<file path="src/rtl/decode_stage_if.sv">
// ---------------------------------------------------------------------------
// decode_stage_if
// Bundles the fetch-side handshake, the flush request and the execute-side
// control bundle of the decode stage into one interface.
//   master : driven by the surrounding pipeline (fetch/execute/redirect)
//   slave  : the decode stage itself
// Signals:
//   in_valid/in_ready/instr_raw/pc_in : fetch -> decode handshake
//   flush                             : discard everything buffered
//   out_valid/out_ready               : decode -> execute handshake
//   pc .. illegal                     : decoded control bundle of the head
// ---------------------------------------------------------------------------
interface decode_stage_if #(
    parameter int XLEN      = 32,
    parameter int ALU_CTL_W = 5
);
    logic                 in_valid;
    logic                 in_ready;
    logic [31:0]          instr_raw;
    logic [XLEN-1:0]      pc_in;
    logic                 flush;
    logic                 out_valid;
    logic                 out_ready;
    logic [XLEN-1:0]      pc;
    logic [XLEN-1:0]      imm;
    logic [ALU_CTL_W-1:0] alu_ctl;
    logic                 branch_c;
    logic                 branch_uc;
    logic                 branch_relative;
    logic                 mem_read;
    logic                 mem_write;
    logic [2:0]           mem_funct3;
    logic                 alu_src;
    logic                 pc_src;
    logic                 reg_write;
    logic [4:0]           read_reg1;
    logic [4:0]           read_reg2;
    logic [4:0]           write_reg;
    logic                 illegal;

    modport master (
        output in_valid, instr_raw, pc_in, flush, out_ready,
        input  in_ready, out_valid, pc, imm, alu_ctl, branch_c, branch_uc,
               branch_relative, mem_read, mem_write, mem_funct3, alu_src,
               pc_src, reg_write, read_reg1, read_reg2, write_reg, illegal
    );

    modport slave (
        input  in_valid, instr_raw, pc_in, flush, out_ready,
        output in_ready, out_valid, pc, imm, alu_ctl, branch_c, branch_uc,
               branch_relative, mem_read, mem_write, mem_funct3, alu_src,
               pc_src, reg_write, read_reg1, read_reg2, write_reg, illegal
    );
endinterface

</file>
<file path="src/rtl/decode_stage.sv">
// ---------------------------------------------------------------------------
// decode_stage
// Pipelined RV32I decoder with a two-entry skid buffer between fetch and
// execute. Each accepted instruction is decoded combinationally and stored
// as a complete control bundle; the head entry drives the outputs.
// Ports:
//   clk   : clock
//   rst_n : asynchronous active-low reset
//   bus   : decode_stage_if.slave (fetch handshake, flush, execute bundle)
// Parameters:
//   XLEN      : PC / immediate width
//   ENABLE_M  : 1 decodes MUL/DIV/REM, 0 flags them illegal
//   ALU_CTL_W : width of alu_ctl
// ---------------------------------------------------------------------------
module decode_stage #(
    parameter int XLEN      = 32,
    parameter bit ENABLE_M  = 1'b0,
    parameter int ALU_CTL_W = 5
) (
    input logic           clk,
    input logic           rst_n,
    decode_stage_if.slave bus
);

    typedef enum logic [1:0] {EMPTY = 2'd0, ONE = 2'd1, TWO = 2'd2} occ_t;

    typedef struct packed {
        logic [XLEN-1:0]      pc;
        logic [XLEN-1:0]      imm;
        logic [ALU_CTL_W-1:0] alu_ctl;
        logic                 branch_c;
        logic                 branch_uc;
        logic                 branch_relative;
        logic                 mem_read;
        logic                 mem_write;
        logic [2:0]           mem_funct3;
        logic                 alu_src;
        logic                 pc_src;
        logic                 reg_write;
        logic [4:0]           read_reg1;
        logic [4:0]           read_reg2;
        logic [4:0]           write_reg;
        logic                 illegal;
    } entry_t;

    localparam logic [ALU_CTL_W-1:0] ALU_AND     = ALU_CTL_W'(0);
    localparam logic [ALU_CTL_W-1:0] ALU_OR      = ALU_CTL_W'(1);
    localparam logic [ALU_CTL_W-1:0] ALU_ADD     = ALU_CTL_W'(2);
    localparam logic [ALU_CTL_W-1:0] ALU_XOR     = ALU_CTL_W'(3);
    localparam logic [ALU_CTL_W-1:0] ALU_SLL     = ALU_CTL_W'(4);
    localparam logic [ALU_CTL_W-1:0] ALU_SRL     = ALU_CTL_W'(5);
    localparam logic [ALU_CTL_W-1:0] ALU_SUB     = ALU_CTL_W'(6);
    localparam logic [ALU_CTL_W-1:0] ALU_SRA     = ALU_CTL_W'(7);
    localparam logic [ALU_CTL_W-1:0] ALU_GE      = ALU_CTL_W'(8);
    localparam logic [ALU_CTL_W-1:0] ALU_SLT     = ALU_CTL_W'(9);
    localparam logic [ALU_CTL_W-1:0] ALU_CHOOSEB = ALU_CTL_W'(10);
    localparam logic [ALU_CTL_W-1:0] ALU_SLTU    = ALU_CTL_W'(11);
    localparam logic [ALU_CTL_W-1:0] ALU_LT      = ALU_CTL_W'(12);
    localparam logic [ALU_CTL_W-1:0] ALU_LTU     = ALU_CTL_W'(13);
    localparam logic [ALU_CTL_W-1:0] ALU_GEU     = ALU_CTL_W'(14);
    localparam logic [ALU_CTL_W-1:0] ALU_EQ      = ALU_CTL_W'(15);
    localparam logic [ALU_CTL_W-1:0] ALU_NE      = ALU_CTL_W'(16);
    localparam logic [ALU_CTL_W-1:0] ALU_MUL     = ALU_CTL_W'(20);
    localparam logic [ALU_CTL_W-1:0] ALU_ZERO    = ALU_CTL_W'(31);

    localparam logic [6:0] OPC_LUI    = 7'b0110111;
    localparam logic [6:0] OPC_AUIPC  = 7'b0010111;
    localparam logic [6:0] OPC_JAL    = 7'b1101111;
    localparam logic [6:0] OPC_JALR   = 7'b1100111;
    localparam logic [6:0] OPC_BRANCH = 7'b1100011;
    localparam logic [6:0] OPC_LOAD   = 7'b0000011;
    localparam logic [6:0] OPC_STORE  = 7'b0100011;
    localparam logic [6:0] OPC_OPIMM  = 7'b0010011;
    localparam logic [6:0] OPC_OP     = 7'b0110011;

    occ_t   r_state, w_nextState;
    entry_t r_e0, r_e1, w_dec;
    logic   w_push, w_pop, w_legal, w_writesRd;

    logic [31:0]     w_ir;
    logic [6:0]      w_opcode, w_funct7;
    logic [2:0]      w_funct3;
    logic [XLEN-1:0] w_immI, w_immS, w_immB, w_immU, w_immJ;

    assign w_ir     = bus.instr_raw;
    assign w_opcode = w_ir[6:0];
    assign w_funct3 = w_ir[14:12];
    assign w_funct7 = w_ir[31:25];

    // Sign extension comes from casting the signed field up to XLEN.
    assign w_immI = XLEN'($signed(w_ir[31:20]));
    assign w_immS = XLEN'($signed({w_ir[31:25], w_ir[11:7]}));
    assign w_immB = XLEN'($signed({w_ir[31], w_ir[7], w_ir[30:25], w_ir[11:8], 1'b0}));
    assign w_immU = XLEN'($signed({w_ir[31:12], 12'b0}));
    assign w_immJ = XLEN'($signed({w_ir[31], w_ir[19:12], w_ir[20], w_ir[30:21], 1'b0}));

    // in_ready is a decode of the occupancy register, so it never depends
    // combinationally on out_ready.
    assign bus.in_ready  = (r_state != TWO);
    assign bus.out_valid = (r_state != EMPTY);

    assign w_push = bus.in_valid & bus.in_ready & ~bus.flush;
    assign w_pop  = bus.out_valid & bus.out_ready & ~bus.flush;

    always_comb begin
        w_dec           = '0;
        w_dec.pc        = bus.pc_in;
        w_dec.read_reg1 = w_ir[19:15];
        w_dec.read_reg2 = w_ir[24:20];
        w_dec.write_reg = w_ir[11:7];
        w_dec.alu_ctl   = ALU_ZERO;
        w_legal         = 1'b1;
        w_writesRd      = 1'b0;
        case (w_opcode)
            OPC_LUI: begin
                w_dec.imm = w_immU; w_dec.alu_ctl = ALU_CHOOSEB;
                w_dec.alu_src = 1'b1; w_writesRd = 1'b1;
            end
            OPC_AUIPC: begin
                w_dec.imm = w_immU; w_dec.alu_ctl = ALU_ADD;
                w_dec.alu_src = 1'b1; w_dec.pc_src = 1'b1; w_writesRd = 1'b1;
            end
            OPC_JAL: begin
                w_dec.imm = w_immJ; w_dec.alu_ctl = ALU_CHOOSEB;
                w_dec.alu_src = 1'b1; w_dec.pc_src = 1'b1;
                w_dec.branch_uc = 1'b1; w_dec.branch_relative = 1'b1;
                w_writesRd = 1'b1;
            end
            OPC_JALR: begin
                w_dec.imm = w_immI; w_dec.alu_ctl = ALU_ADD;
                w_dec.alu_src = 1'b1; w_dec.branch_uc = 1'b1;
                w_writesRd = 1'b1;
                w_legal = (w_funct3 == 3'b000);
            end
            OPC_BRANCH: begin
                w_dec.imm = w_immB; w_dec.branch_c = 1'b1;
                w_dec.branch_relative = 1'b1;
                case (w_funct3)
                    3'b000:  w_dec.alu_ctl = ALU_EQ;
                    3'b001:  w_dec.alu_ctl = ALU_NE;
                    3'b100:  w_dec.alu_ctl = ALU_LT;
                    3'b101:  w_dec.alu_ctl = ALU_GE;
                    3'b110:  w_dec.alu_ctl = ALU_LTU;
                    3'b111:  w_dec.alu_ctl = ALU_GEU;
                    default: w_legal = 1'b0;
                endcase
            end
            OPC_LOAD: begin
                w_dec.imm = w_immI; w_dec.alu_ctl = ALU_ADD;
                w_dec.alu_src = 1'b1; w_dec.mem_read = 1'b1;
                w_dec.mem_funct3 = w_funct3; w_writesRd = 1'b1;
                w_legal = (w_funct3 != 3'b011) && (w_funct3 != 3'b110) &&
                          (w_funct3 != 3'b111);
            end
            OPC_STORE: begin
                w_dec.imm = w_immS; w_dec.alu_ctl = ALU_ADD;
                w_dec.alu_src = 1'b1; w_dec.mem_write = 1'b1;
                w_dec.mem_funct3 = w_funct3;
                w_legal = (w_funct3 < 3'b011);
            end
            OPC_OPIMM: begin
                w_dec.imm = w_immI; w_dec.alu_src = 1'b1; w_writesRd = 1'b1;
                case (w_funct3)
                    3'b000: w_dec.alu_ctl = ALU_ADD;
                    3'b010: w_dec.alu_ctl = ALU_SLT;
                    3'b011: w_dec.alu_ctl = ALU_SLTU;
                    3'b100: w_dec.alu_ctl = ALU_XOR;
                    3'b110: w_dec.alu_ctl = ALU_OR;
                    3'b111: w_dec.alu_ctl = ALU_AND;
                    3'b001: begin
                        w_dec.alu_ctl = ALU_SLL;
                        w_legal = (w_funct7 == 7'b0000000);
                    end
                    default: begin
                        // funct3 101: funct7 selects logical or arithmetic shift.
                        if (w_funct7 == 7'b0000000)      w_dec.alu_ctl = ALU_SRL;
                        else if (w_funct7 == 7'b0100000) w_dec.alu_ctl = ALU_SRA;
                        else                             w_legal = 1'b0;
                    end
                endcase
            end
            OPC_OP: begin
                w_writesRd = 1'b1;
                if (w_funct7 == 7'b0000000) begin
                    case (w_funct3)
                        3'b000:  w_dec.alu_ctl = ALU_ADD;
                        3'b001:  w_dec.alu_ctl = ALU_SLL;
                        3'b010:  w_dec.alu_ctl = ALU_SLT;
                        3'b011:  w_dec.alu_ctl = ALU_SLTU;
                        3'b100:  w_dec.alu_ctl = ALU_XOR;
                        3'b101:  w_dec.alu_ctl = ALU_SRL;
                        3'b110:  w_dec.alu_ctl = ALU_OR;
                        default: w_dec.alu_ctl = ALU_AND;
                    endcase
                end else if (w_funct7 == 7'b0100000) begin
                    if (w_funct3 == 3'b000)      w_dec.alu_ctl = ALU_SUB;
                    else if (w_funct3 == 3'b101) w_dec.alu_ctl = ALU_SRA;
                    else                         w_legal = 1'b0;
                end else if (ENABLE_M && (w_funct7 == 7'b0000001)) begin
                    // MUL..REMU are consecutive codes in funct3 order.
                    w_dec.alu_ctl = ALU_MUL + ALU_CTL_W'(w_funct3);
                end else begin
                    w_legal = 1'b0;
                end
            end
            default: w_legal = 1'b0;
        endcase
        w_dec.reg_write = w_writesRd & (w_ir[11:7] != 5'd0);
        if (!w_legal) begin
            w_dec           = '0;
            w_dec.pc        = bus.pc_in;
            w_dec.read_reg1 = w_ir[19:15];
            w_dec.read_reg2 = w_ir[24:20];
            w_dec.write_reg = w_ir[11:7];
            w_dec.alu_ctl   = ALU_ZERO;
            w_dec.illegal   = 1'b1;
        end
    end

    always_ff @(posedge clk or negedge rst_n) begin
        if (!rst_n) r_state <= EMPTY;
        else        r_state <= w_nextState;
    end

    always_comb begin
        w_nextState = r_state;
        if (bus.flush) begin
            w_nextState = EMPTY;
        end else begin
            case (r_state)
                EMPTY:   if (w_push) w_nextState = ONE;
                ONE: begin
                    if (w_push && !w_pop)      w_nextState = TWO;
                    else if (!w_push && w_pop) w_nextState = EMPTY;
                end
                TWO:     if (w_pop) w_nextState = ONE;
                default: w_nextState = EMPTY;
            endcase
        end
    end

    // Entry 0 is always the head; a pop either promotes entry 1 or, when the
    // buffer held only one entry, takes the simultaneously pushed bundle.
    always_ff @(posedge clk or negedge rst_n) begin
        if (!rst_n) begin
            r_e0         <= '0;
            r_e0.alu_ctl <= ALU_ZERO;
            r_e1         <= '0;
            r_e1.alu_ctl <= ALU_ZERO;
        end else if (w_pop) begin
            if (r_state == TWO) r_e0 <= r_e1;
            else if (w_push)    r_e0 <= w_dec;
        end else if (w_push) begin
            if (r_state == EMPTY) r_e0 <= w_dec;
            else                  r_e1 <= w_dec;
        end
    end

    assign bus.pc              = r_e0.pc;
    assign bus.imm             = r_e0.imm;
    assign bus.alu_ctl         = r_e0.alu_ctl;
    assign bus.branch_c        = r_e0.branch_c;
    assign bus.branch_uc       = r_e0.branch_uc;
    assign bus.branch_relative = r_e0.branch_relative;
    assign bus.mem_read        = r_e0.mem_read;
    assign bus.mem_write       = r_e0.mem_write;
    assign bus.mem_funct3      = r_e0.mem_funct3;
    assign bus.alu_src         = r_e0.alu_src;
    assign bus.pc_src          = r_e0.pc_src;
    assign bus.reg_write       = r_e0.reg_write;
    assign bus.read_reg1       = r_e0.read_reg1;
    assign bus.read_reg2       = r_e0.read_reg2;
    assign bus.write_reg       = r_e0.write_reg;
    assign bus.illegal         = r_e0.illegal;

endmodule

</file>
<file path="src/flat_wrapper.sv">
// flat-port wrapper written by rule: the top's interface ports become plain ports
module decode_stage_flat 
#(
    parameter int XLEN      = 32,
    parameter bit ENABLE_M  = 1'b0,
    parameter int ALU_CTL_W = 5
)
  (clk, rst_n, bus_in_valid, bus_instr_raw, bus_pc_in, bus_flush, bus_out_ready, bus_in_ready, bus_out_valid, bus_pc, bus_imm, bus_alu_ctl, bus_branch_c, bus_branch_uc, bus_branch_relative, bus_mem_read, bus_mem_write, bus_mem_funct3, bus_alu_src, bus_pc_src, bus_reg_write, bus_read_reg1, bus_read_reg2, bus_write_reg, bus_illegal);
  decode_stage_if #(.XLEN(XLEN), .ALU_CTL_W(ALU_CTL_W)) bus_i ();
  input logic clk;
  input logic rst_n;
  input wire logic [$bits(bus_i.in_valid)-1:0] bus_in_valid;
  input wire logic [$bits(bus_i.instr_raw)-1:0] bus_instr_raw;
  input wire logic [$bits(bus_i.pc_in)-1:0] bus_pc_in;
  input wire logic [$bits(bus_i.flush)-1:0] bus_flush;
  input wire logic [$bits(bus_i.out_ready)-1:0] bus_out_ready;
  output wire logic [$bits(bus_i.in_ready)-1:0] bus_in_ready;
  output wire logic [$bits(bus_i.out_valid)-1:0] bus_out_valid;
  output wire logic [$bits(bus_i.pc)-1:0] bus_pc;
  output wire logic [$bits(bus_i.imm)-1:0] bus_imm;
  output wire logic [$bits(bus_i.alu_ctl)-1:0] bus_alu_ctl;
  output wire logic [$bits(bus_i.branch_c)-1:0] bus_branch_c;
  output wire logic [$bits(bus_i.branch_uc)-1:0] bus_branch_uc;
  output wire logic [$bits(bus_i.branch_relative)-1:0] bus_branch_relative;
  output wire logic [$bits(bus_i.mem_read)-1:0] bus_mem_read;
  output wire logic [$bits(bus_i.mem_write)-1:0] bus_mem_write;
  output wire logic [$bits(bus_i.mem_funct3)-1:0] bus_mem_funct3;
  output wire logic [$bits(bus_i.alu_src)-1:0] bus_alu_src;
  output wire logic [$bits(bus_i.pc_src)-1:0] bus_pc_src;
  output wire logic [$bits(bus_i.reg_write)-1:0] bus_reg_write;
  output wire logic [$bits(bus_i.read_reg1)-1:0] bus_read_reg1;
  output wire logic [$bits(bus_i.read_reg2)-1:0] bus_read_reg2;
  output wire logic [$bits(bus_i.write_reg)-1:0] bus_write_reg;
  output wire logic [$bits(bus_i.illegal)-1:0] bus_illegal;
  assign bus_i.in_valid = bus_in_valid;
  assign bus_i.instr_raw = bus_instr_raw;
  assign bus_i.pc_in = bus_pc_in;
  assign bus_i.flush = bus_flush;
  assign bus_i.out_ready = bus_out_ready;
  assign bus_in_ready = bus_i.in_ready;
  assign bus_out_valid = bus_i.out_valid;
  assign bus_pc = bus_i.pc;
  assign bus_imm = bus_i.imm;
  assign bus_alu_ctl = bus_i.alu_ctl;
  assign bus_branch_c = bus_i.branch_c;
  assign bus_branch_uc = bus_i.branch_uc;
  assign bus_branch_relative = bus_i.branch_relative;
  assign bus_mem_read = bus_i.mem_read;
  assign bus_mem_write = bus_i.mem_write;
  assign bus_mem_funct3 = bus_i.mem_funct3;
  assign bus_alu_src = bus_i.alu_src;
  assign bus_pc_src = bus_i.pc_src;
  assign bus_reg_write = bus_i.reg_write;
  assign bus_read_reg1 = bus_i.read_reg1;
  assign bus_read_reg2 = bus_i.read_reg2;
  assign bus_write_reg = bus_i.write_reg;
  assign bus_illegal = bus_i.illegal;
  decode_stage #(.XLEN(XLEN), .ENABLE_M(ENABLE_M), .ALU_CTL_W(ALU_CTL_W)) u_core (.clk(clk), .rst_n(rst_n), .bus(bus_i));
endmodule
</file>
<file path="config.mk">
export PLATFORM = sky130hd
export DESIGN_NAME = decode_stage_flat
export DESIGN_NICKNAME = d
export VERILOG_FILES = /design/src/rtl/decode_stage_if.sv /design/src/rtl/decode_stage.sv /design/src/flat_wrapper.sv
export SDC_FILE = /design/constraint.sdc
export NUM_CORES = 1
export LEC_CHECK = 0
export CAP_MARGIN = 10
export CORE_ASPECT_RATIO = 1.1
export CORE_MARGIN = 2
export CORE_UTILIZATION = 55
export DETAILED_ROUTE_END_ITERATION = 10
export DONT_BUFFER_PORTS = 1
export PLACE_DENSITY = 0.67
export SETUP_SLACK_MARGIN = 0.02
export SLEW_MARGIN = 20
export SYNTH_ARGS = -nofsm -noshare
export SYNTH_HDL_FRONTEND = slang
export SYNTH_SLANG_ARGS = --single-unit
</file>
<file path="constraint.sdc">
create_clock -name clk -period 4.47 [get_ports clk]
set_input_delay 0.447 -clock clk [delete_from_list [all_inputs] [get_ports clk]]
set_output_delay 0.447 -clock clk [all_outputs]
set_load 0.02 [all_outputs]
</file>
==> Word-level counts from Yosys, hierarchy flattened <==
Index checks and enable logic that the tools add are counted.
{ "op_classes": {"n_eq_ne": 26, "n_reduce_logical": 30, "n_bitwise": 8, "muxes": 41, "magnitude_cmp": 1, "addsub": 0, "n_shift": 0, "n_div": 0, "multipliers": 0} }
{ "op_table": {"columns": ["op", "count"], "rows": [
  ["$mux 96", 5],
  ["$pmux 32 s5", 1],
  ["$mux 64", 1],
  ["$pmux 5 s7", 1],
  ["$mux 5", 6],
  ["$pmux 5 s6", 1],
  ["$eq 7x6->1 const B", 4],
  ["$pmux 4 s7", 1],
  ["$pmux 5 s5", 1],
  ["$eq 7x7->1 const B", 3],
  ["$mux 1", 15],
  ["$eq 7x5->1 const B", 2],
  ["$reduce_or 7->1", 2],
  ["$eq 3x3->1 const B", 4],
  ["$reduce_or 2->1", 6],
  ["$reduce_or 6->1", 2],
  ["$mux 2", 5],
  ["$ne 3x2->1 const B", 3],
  ["$reduce_and 3->1", 3],
  ["$reduce_bool 2->1", 4],
  ["$eq 7x2->1 const B", 1],
  ["$logic_not 7->1", 1],
  ["$pmux 1 s7", 1],
  ["$eq 3x2->1 const B", 2],
  ["other kinds (19)", 31]
]} }
{ "word_totals": {"latchBits": 0, "memories": 0, "register_bits": 194, "rom_bits": 0, "input_bits": 69, "wordCells": 139, "mem_bits_rw": 0} }

==> Logic depth before layout (Yosys ltp) <==
Gate-level depths: netlist of run 1.
{ "logic_depth": {"depth_word": 10, "mapped_depth": 9} }

==> Worst setup path after synthesis of run 1 <==
Ideal clock, no wire load.
{ "synth_path": {"path_kind": "register to register", "start": "register u_core.r_state[1]", "end": "register u_core.r_e0, in the netlist u_core.bus.imm[22]", "setup_ps": 133, "arrival_ps": 2046, "setup_slack_ps": 2291, "period_less_slack_ps": 2179, "path_stages_with_launch": 10, "cell_sequence": "dfrtp_1 > nor2b_1 > inv_1 > nand2_1 > ha_1 > or3_1 > clkbuf_1 > clkbuf_1 > a21oi_1 > o31ai_1"} }
{ "synth_between": {"elab_chain_cells": 5, "word_cells_on_any_way": 14} }
{ "synth_rtl": {"columns": ["item", "line", "rtl"], "rows": [
  ["start: declaration", "decode_stage.sv:76", "occ_t r_state, w_nextState;"],
  ["start signal: assignment", "decode_stage.sv:222", "else r_state <= w_nextState;"],
  ["$ne 2x2->1 *", "decode_stage.sv:99", "assign bus.in_ready = (r_state != TWO);"],
  ["net bus_in_ready", "flat_wrapper.sv:17", "output wire logic [$bits(bus_i.in_ready)-1:0] bus_in_ready;"],
  ["$and 1x1->1 * (2 in a row)", "decode_stage.sv:102", "assign w_push = bus.in_valid & bus.in_ready & ~bus.flush;"],
  ["$reduce_bool 2->1 (no source line)", null, null],
  ["$reduce_and 3->1 (no source line) *", null, null],
  ["end signal: assignment", "decode_stage.sv:251", "if (r_state == TWO) r_e0 <= r_e1;"],
  ["end signal: assignment", "decode_stage.sv:252", "else if (w_push) r_e0 <= w_dec;"],
  ["end signal: assignment", "decode_stage.sv:254", "if (r_state == EMPTY) r_e0 <= w_dec;"],
  ["end: declaration", "decode_stage.sv:77", "entry_t r_e0, r_e1, w_dec;"]
]} }
The timed path passes the listed nets; every way through them passes the cells marked *.
A chain may end at the register's enable or synchronous reset.

==> Final worst setup path of run 1 <==
{ "layout_path": {"start": "register u_core.r_state[1]", "end": "register u_core.r_e0, in the netlist u_core.bus.imm[5]"} }
Same word-level chain as after synthesis.

==> results.txt, run 1 <==
- Net count of the finished layout: 1,084
- The first global-routing pass estimated 37.2 mm of wire.
- The final count of hold timing violations came to 194.
- Core box area: 16,300 um2
* Sum of internal, switching and leakage power: 4.38 mW
- Nature of the critical path startpoint: register
- Final setup fails: 0
* Violated checks: negative hold slack
- The synthesized netlist contains 59 unique library cells.
* Antenna fix cells: 0
- The first routing iteration left 557 violations.
- Longest Clk Path Bufs: 2
- After detailed routing, the number of vias per cell comes to 5.83.
- Number of flip-flops under the largest register name: 96
- Measured slew at the worst slew-check pin: 0.941 ns
* Run status: finished with violations
- Via count of the first global-routing pass: 6,960
- The finished layout holds 1,230 standard cells, fillers aside.
- Subtracting the final worst setup slack from the clock period gives 2.80 ns.
* Average size of a mapped cell: 8.54 um2
- The clock net in this run drives a total of 194 sinks.
- Register with the most flip-flops: u_core.r_e1
- Post-Syn Instances: 1,068
- Fraction of layout instances using a drive strength above 1: 0.0643
- The initial utilization of the core area, before any placement, comes to 0.559.
- After filler insertion, the fill cell instance count of the layout stands at 1,475.
- Across the run, the number of max-cap violations was 0.
- Input and output buffers added on the ports amount to 0.
- Of the synthesized area, sequential elements account for 0.534.
- Along the worst path, the maximum fanout reaches 38.
- The cell area that synthesis handed to floorplanning was 9120 um2.
- Post-route clock skew: 0.0116 ns
- I/O pin total: 167
- Counting tap cells, the placed design contains a total of 1,198 instances.
- The die is 139 um tall.
- Dividing total power by cell area gives a power density of 454 nW/um2.
- Number of warnings reported in the yosys synthesis log: 0
* Sort of element at the end of the critical path: register
- Highest Clock Rate: 357 MHz
* HPWL reported at the end of detailed placement: 14.2 mm
* EDFF count, synth: 0
- Detailed-routing iteration count for the pre-antenna-repair pass: 6
- The H-tree generated during clock tree synthesis spans 4 levels.
- Maximum ir drop on the vdd rail: 0.248 mV
* Std-Cell Rows: 49
- Share of flip-flops with an asynchronous set or reset after synthesis: 1.00
- Post-synthesis to final-layout area growth: 5.91%
- The initial antenna violation count is 0.
* Synth Flop Type: dfrtp_1
- The min-delay analysis places its worst path in the category primary input to async pin.
- Dividing the detail-routed wire length by the instance count gives 18.3 um.
* Arrival time worst endpoint: 3.13 ns
- For this block, the routed nets add up to 22.5 mm of wire.
- For this design the static power due to leakage is 4.30 nW.
* Setup repair after global routing missed its margin: no
- Final Instance Area: 9660 um2
- Data on the critical path is required at its endpoint by 4.80 ns.
- Counting every net in the synthesized netlist gives 1,139.
- The number of setup buffers added after CTS is 0.
- Clock-pin slew of the registers on the worst-case setup and hold paths: 0.07 ns
* Die Outline Area: 17,600 um2
- Vias post-DR: 7,168
* Total count of max-transition violations in the final report: 0
- Top library cells by usage in the layout, fill and taps aside: 325 x nand2_1, 184 x dfrtp_1, 100 x nor2_1
- Number of antenna-violating nets in the routed design: 0
- Placer Congestion: 0.845
* Min Hold Slack: -0.294 ns
* Total negative setup slack: 0 ns
- The tree is rooted in a clkbuf_16.
* #FFs+latches synth: 194
* DRC errors left: 0
- OpenSTA, run right after detailed placement, puts the worst setup slack at 1.65 ns.
* Latest clock arrival within the worst-skew pair: 0.43 ns
- Floorplan die width: 127 um
* Maximum number of pins on one net before global-route repair: 195
- Utilization after layout: 0.592
- Clock tree from TritonCTS: built
- Most common library cell in the layout ignoring fill and taps: nand2_1
- Reg2Reg Setup Slack: 1.67 ns
- After global routing the overflow that remains totals 0.
* Critical setup path kind: register to register
* Cell area after placement: 9090 um2
- Post_cts resized: 0
- TritonCTS created 17 clock buffers.
* Worst Setup Slack, final: 1.67 ns
* Final critical-path share of the clock period: 0.627
- Overall routing resource usage: 0.266
- Headroom to the max-slew limit: 0.371
final cells by class:
class / count / area [um2] / area share
multi-input cells: 789 / 3880 / 0.402
clock inverters: 14 / 133 / 0.0137
well taps: 204 / 255 / 0.0264
inverters: 3 / 11.3 / 0.00117
clock buffers: 18 / 439 / 0.0455
flip-flops and latches: 194 / 4870 / 0.504
repair buffers: 8 / 72.6 / 0.00751
critical path: stages, from the launching register on:
cell and delay [ns]:
dfrtp_1 0.41, nor2b_1 0.19, inv_1 0.20, nand2_1 0.11, ha_1 0.25, or3_2 0.82, buf_4 0.35, a21oi_1 0.12
o21ai_0 0.11, o21a_1 0.11
power by group:
part           internal, mW  leakage (nW)  switching (mW)  total (mW)
Sequential             2.08          2.43           0.437        2.51
Clock                 0.791         0.272           0.678        1.47
Combinational         0.183          1.61           0.218       0.401
routing by layer:
metal / wire (um) / track usage / share of wire
met5: 0 / 0 / 0
met4: 546 / 0.0943 / 0.024
met3: 1770 / 0.0860 / 0.079
met2: 10500 / 0.415 / 0.47
met1: 9660 / 0.352 / 0.43
final timing paths:
path,start,endpoint,depth (start not counted)
worst min-delay path,rst_n,u_core.r_e1[59],0
worst min register to register,u_core.r_e1[55],u_core.r_e1[55],2
max in group asynchronous,rst_n,u_core.r_e1[31],0
worst max register to register,u_core.r_state[1],u_core.bus.imm[5],9
min in group clk,bus_flush,u_core.r_state[0],1
worst max-delay path,u_core.r_state[1],u_core.bus.imm[5],9
synth_stat cells, drive strengths merged (12+ instances only):
cell	count	area, um2
a21oi	93	469
a31oi	55	344
and3	13	86.3
buf	21	145
clkbuf	61	229
dfrtp	184	4600
nand2	326	1220
nand3	26	130
nor2	101	387
o21ai	45	225
o31ai	34	255
or3	12	75.1
logic make-up after synthesis:
kind of cell | after synthesis | share of synthesized area
simple gates | 524 | 0.244
fa+ha+maj | 2 | 0.00274
buf+inv | 85 | 0.0422
mux | 1 | 0.00110
xor+xnor | 1 | 0.000960
flops | 194 | 0.534
compound gates | 261 | 0.176
Note: power is estimated with default switching activity, not from simulation.
==> run 2, diff against run 1 <==
clock period = 2.6 ns   (was 4.47 ns; I/O delays follow)
==> results.txt, run 2 (synthesis results as in run 1) <==
- The number of antenna cells inserted was 0 (unchanged).
- CTS placed an instance of clkbuf_16 at the clock tree root.
- The DRC violation count after routing is 0 (unchanged).
- Number of buffers added to fix hold violations after cts: 57
* Final setup fails: 0 (unchanged)
- Leaving out fill and tap cells, the most frequent cell in the layout is nand2_1.
* Critical setup path kind: register to register
- Headroom to the max-slew limit: 0.621 (+0.250)
* Per-cell routed wire length: 18.3 um (about the same)
* Total CTS buffers: 17 (unchanged)
- Core box area: 16,300 um2 (unchanged)
- Sort of element at the end of the critical path: register
* Min Hold Slack: -0.478 ns (-0.184 ns)
* Number of maximum-capacitance constraint violations: 0 (unchanged)
* Number of fillers in the final layout: 1,407 (-4.6%)
* HPWL reported at the end of detailed placement: 14.4 mm (+1.9%)
- The initial antenna violation count was 0 (unchanged).
* Clock-pin slew of the registers on the worst-case setup and hold paths: 0.07 ns (about the same)
* Detailed-routing iteration count for the pre-antenna-repair pass: 5 (-1)
* Run status: finished with violations
- Setup repair after global routing left no endpoint under its margin.
- The site row count is 49 (unchanged).
- The total number of clock tree sinks was 194 (unchanged).
- Filler-free cell count of the finished design: 1,299 (+5.6%)
- Floorplan die width: 127 um (unchanged)
- The total power per unit cell area came to 748 nW/um2 (+65%).
- The net total in the final layout came to 1,153 (+6.4%).
* Wire length of the first global-routing pass: 38.9 mm (+4.6%)
- Worst Setup Slack, final: 0.377 ns (-1.29 ns)
- The total power came to 7.80 mW (+78%).
- Final critical-path share of the clock period: 0.855 (+0.228)
- Leaving out fill and tap cells, the most frequent cells in the layout are 325 x nand2_1, 184 x dfrtp_1, 100 x nor2_1.
* Vias post-DR: 7,593 (+5.9%)
- The minimum period implied by the final worst setup slack came to 2.22 ns (-0.580 ns).
- Measured slew at the worst slew-check pin: 0.567 ns (-0.374 ns)
- The area after detailed placement was 9240 um2 (+1.7%).
- Final Instance Area: 10,400 um2 (+7.9%)
- Register with the most flip-flops: u_core.r_e1
- Detailed router's first-iteration violation count: 772 (+39%)
- The area of combinational cells with multiple inputs was 3890 um2 (about the same).
- The die height was 139 um (unchanged).
- The die footprint came to 17,600 um2 (unchanged).
- Starting density of the core: 0.559 (unchanged)
- The number of flip-flops in the largest register came to 96 (unchanged).
* Detailed-route vias per instance: 5.85 (+0.30%)
- Kind of path behind the tightest hold check: primary input to async pin
- Number of antenna-violating nets in the routed design: 0 (unchanged)
- The maximum level of the CTS H-tree came to 4 (unchanged).
- CP Data Required Time: 2.92 ns (-1.88 ns)
- Total leakage power: 4.65 nW (+8.0%)
- The max-slew violation count is 0 (unchanged).
- Violated checks: negative hold slack
* Nature of the critical path startpoint: register
- Count of final hold-check violations: 194 (unchanged)
* Via count of the first global-routing pass: 7,464 (+7.2%)
* Latest clock arrival within the worst-skew pair: 0.43 ns (about the same)
- The maximum number of buffers from clock root to sink is 2 (unchanged).
- The total wirelength of the detailed-routed design is 23.7 mm (+5.6%).
- Post-synthesis to final-layout area growth: 14.3%
* Highest Clock Rate: 450 MHz (+26%)
- The placer's final routability congestion estimate came to 0.871 (+3.1%).
- The I/O pin total is 167 (unchanged).
* Crit Path Max Fanout: 12 (-68%)
* Port Buf Inserts: 0 (unchanged)
- The number of placed cells counting well taps is 1,210 (+1.0%).
* Setup Slack @ Placement: 0.259 ns (-1.39 ns)
* Clock tree from TritonCTS: built
- Maximum ir drop on the vdd rail: 0.394 mV (+59%)
- The setup clock skew after layout came to 0.00970 ns (-0.00190 ns).
* Overall routing resource usage: 0.275 (+0.00905)
- Fraction of layout instances using a drive strength above 1: 0.0712 (+0.00691)
- The pin count of the biggest net entering global routing was 195 (unchanged).
- The final sum of negative setup slack was 0 ns (unchanged).
* Register cell area after layout: 4870 um2 (unchanged)
- Remaining Overflow, GRT: 0 (unchanged)
* Arrival time worst endpoint: 2.54 ns (-0.59 ns)
[run 2: worst max-delay path, cell delays in order, from the launching register on]
cell,delay [ns]
dfrtp_1,0.41
nor2b_1,0.19
inv_1,0.11
nand2_1,0.08
ha_1,0.25
nor3_4,0.27
nand2_1,0.41
o31ai_1,0.39
[run 2: area by class of cell]
class,instances,share of cell area
Timing Repair Buffer,77,0.0763
Inverter,3,0.00108
Clock buffer,20,0.0448
Clock inverter,12,0.0138
Tap cell,204,0.0245
Sequential cell,194,0.467
Multi-Input combinational cell,789,0.373
[run 2: what timing repair did]
item / 4_1_cts / 5_1_grt
buffers inserted: 0 / 0
endpoints found under the setup margin: 0 / 1
endpoints found under the hold margin: 299 / 194
resized for setup: 0 / 1
[run 2: power breakdown]
part	leakage (nW)	internal, mW	switching [mW]
Sequential	2.43	3.57	0.757
Combinational	1.93	0.382	0.407
Clock	0.296	1.51	1.17
[run 2: path summary, 6_finish.rpt]
check / from / end / slack [ns] / cells after the start
max: u_core.r_state[1] / u_core.bus.imm[29] / 0.38 / 7
min: rst_n / u_core.r_e1[68] / -0.48 / 0
max reg2reg: u_core.r_state[1] / u_core.bus.imm[29] / 0.38 / 7
min reg2reg: u_core.r_e1[57] / u_core.r_e1[57] / 0.47 / 2
max in group asynchronous: rst_n / u_core.r_e1[28] / 2.78 / 0
min in group clk: bus_out_ready / u_core.r_state[1] / 0.02 / 2
[run 2: per-stage QoR]
stage	hold slack [ns]	util
after floorplan	-0.0356	-
after global placement	-0.0302	0.567
after detailed placement	-0.0308	0.567
after CTS	-0.492	0.639
after global routing	-0.497	0.639
final	-0.478	0.639
[run 2: layer usage]
| layer | track usage | share of wire | vias to the layer above |
|---|---|---|---|
| met2 | 0.427 | 0.47 | 256 |
| met1 | 0.374 | 0.44 | 3623 |
| met5 | 0 | 0 | - |
| met3 | 0.0702 | 0.067 | 45 |
| met4 | 0.106 | 0.030 | 0 |
| li1 | - | - | 3669 |
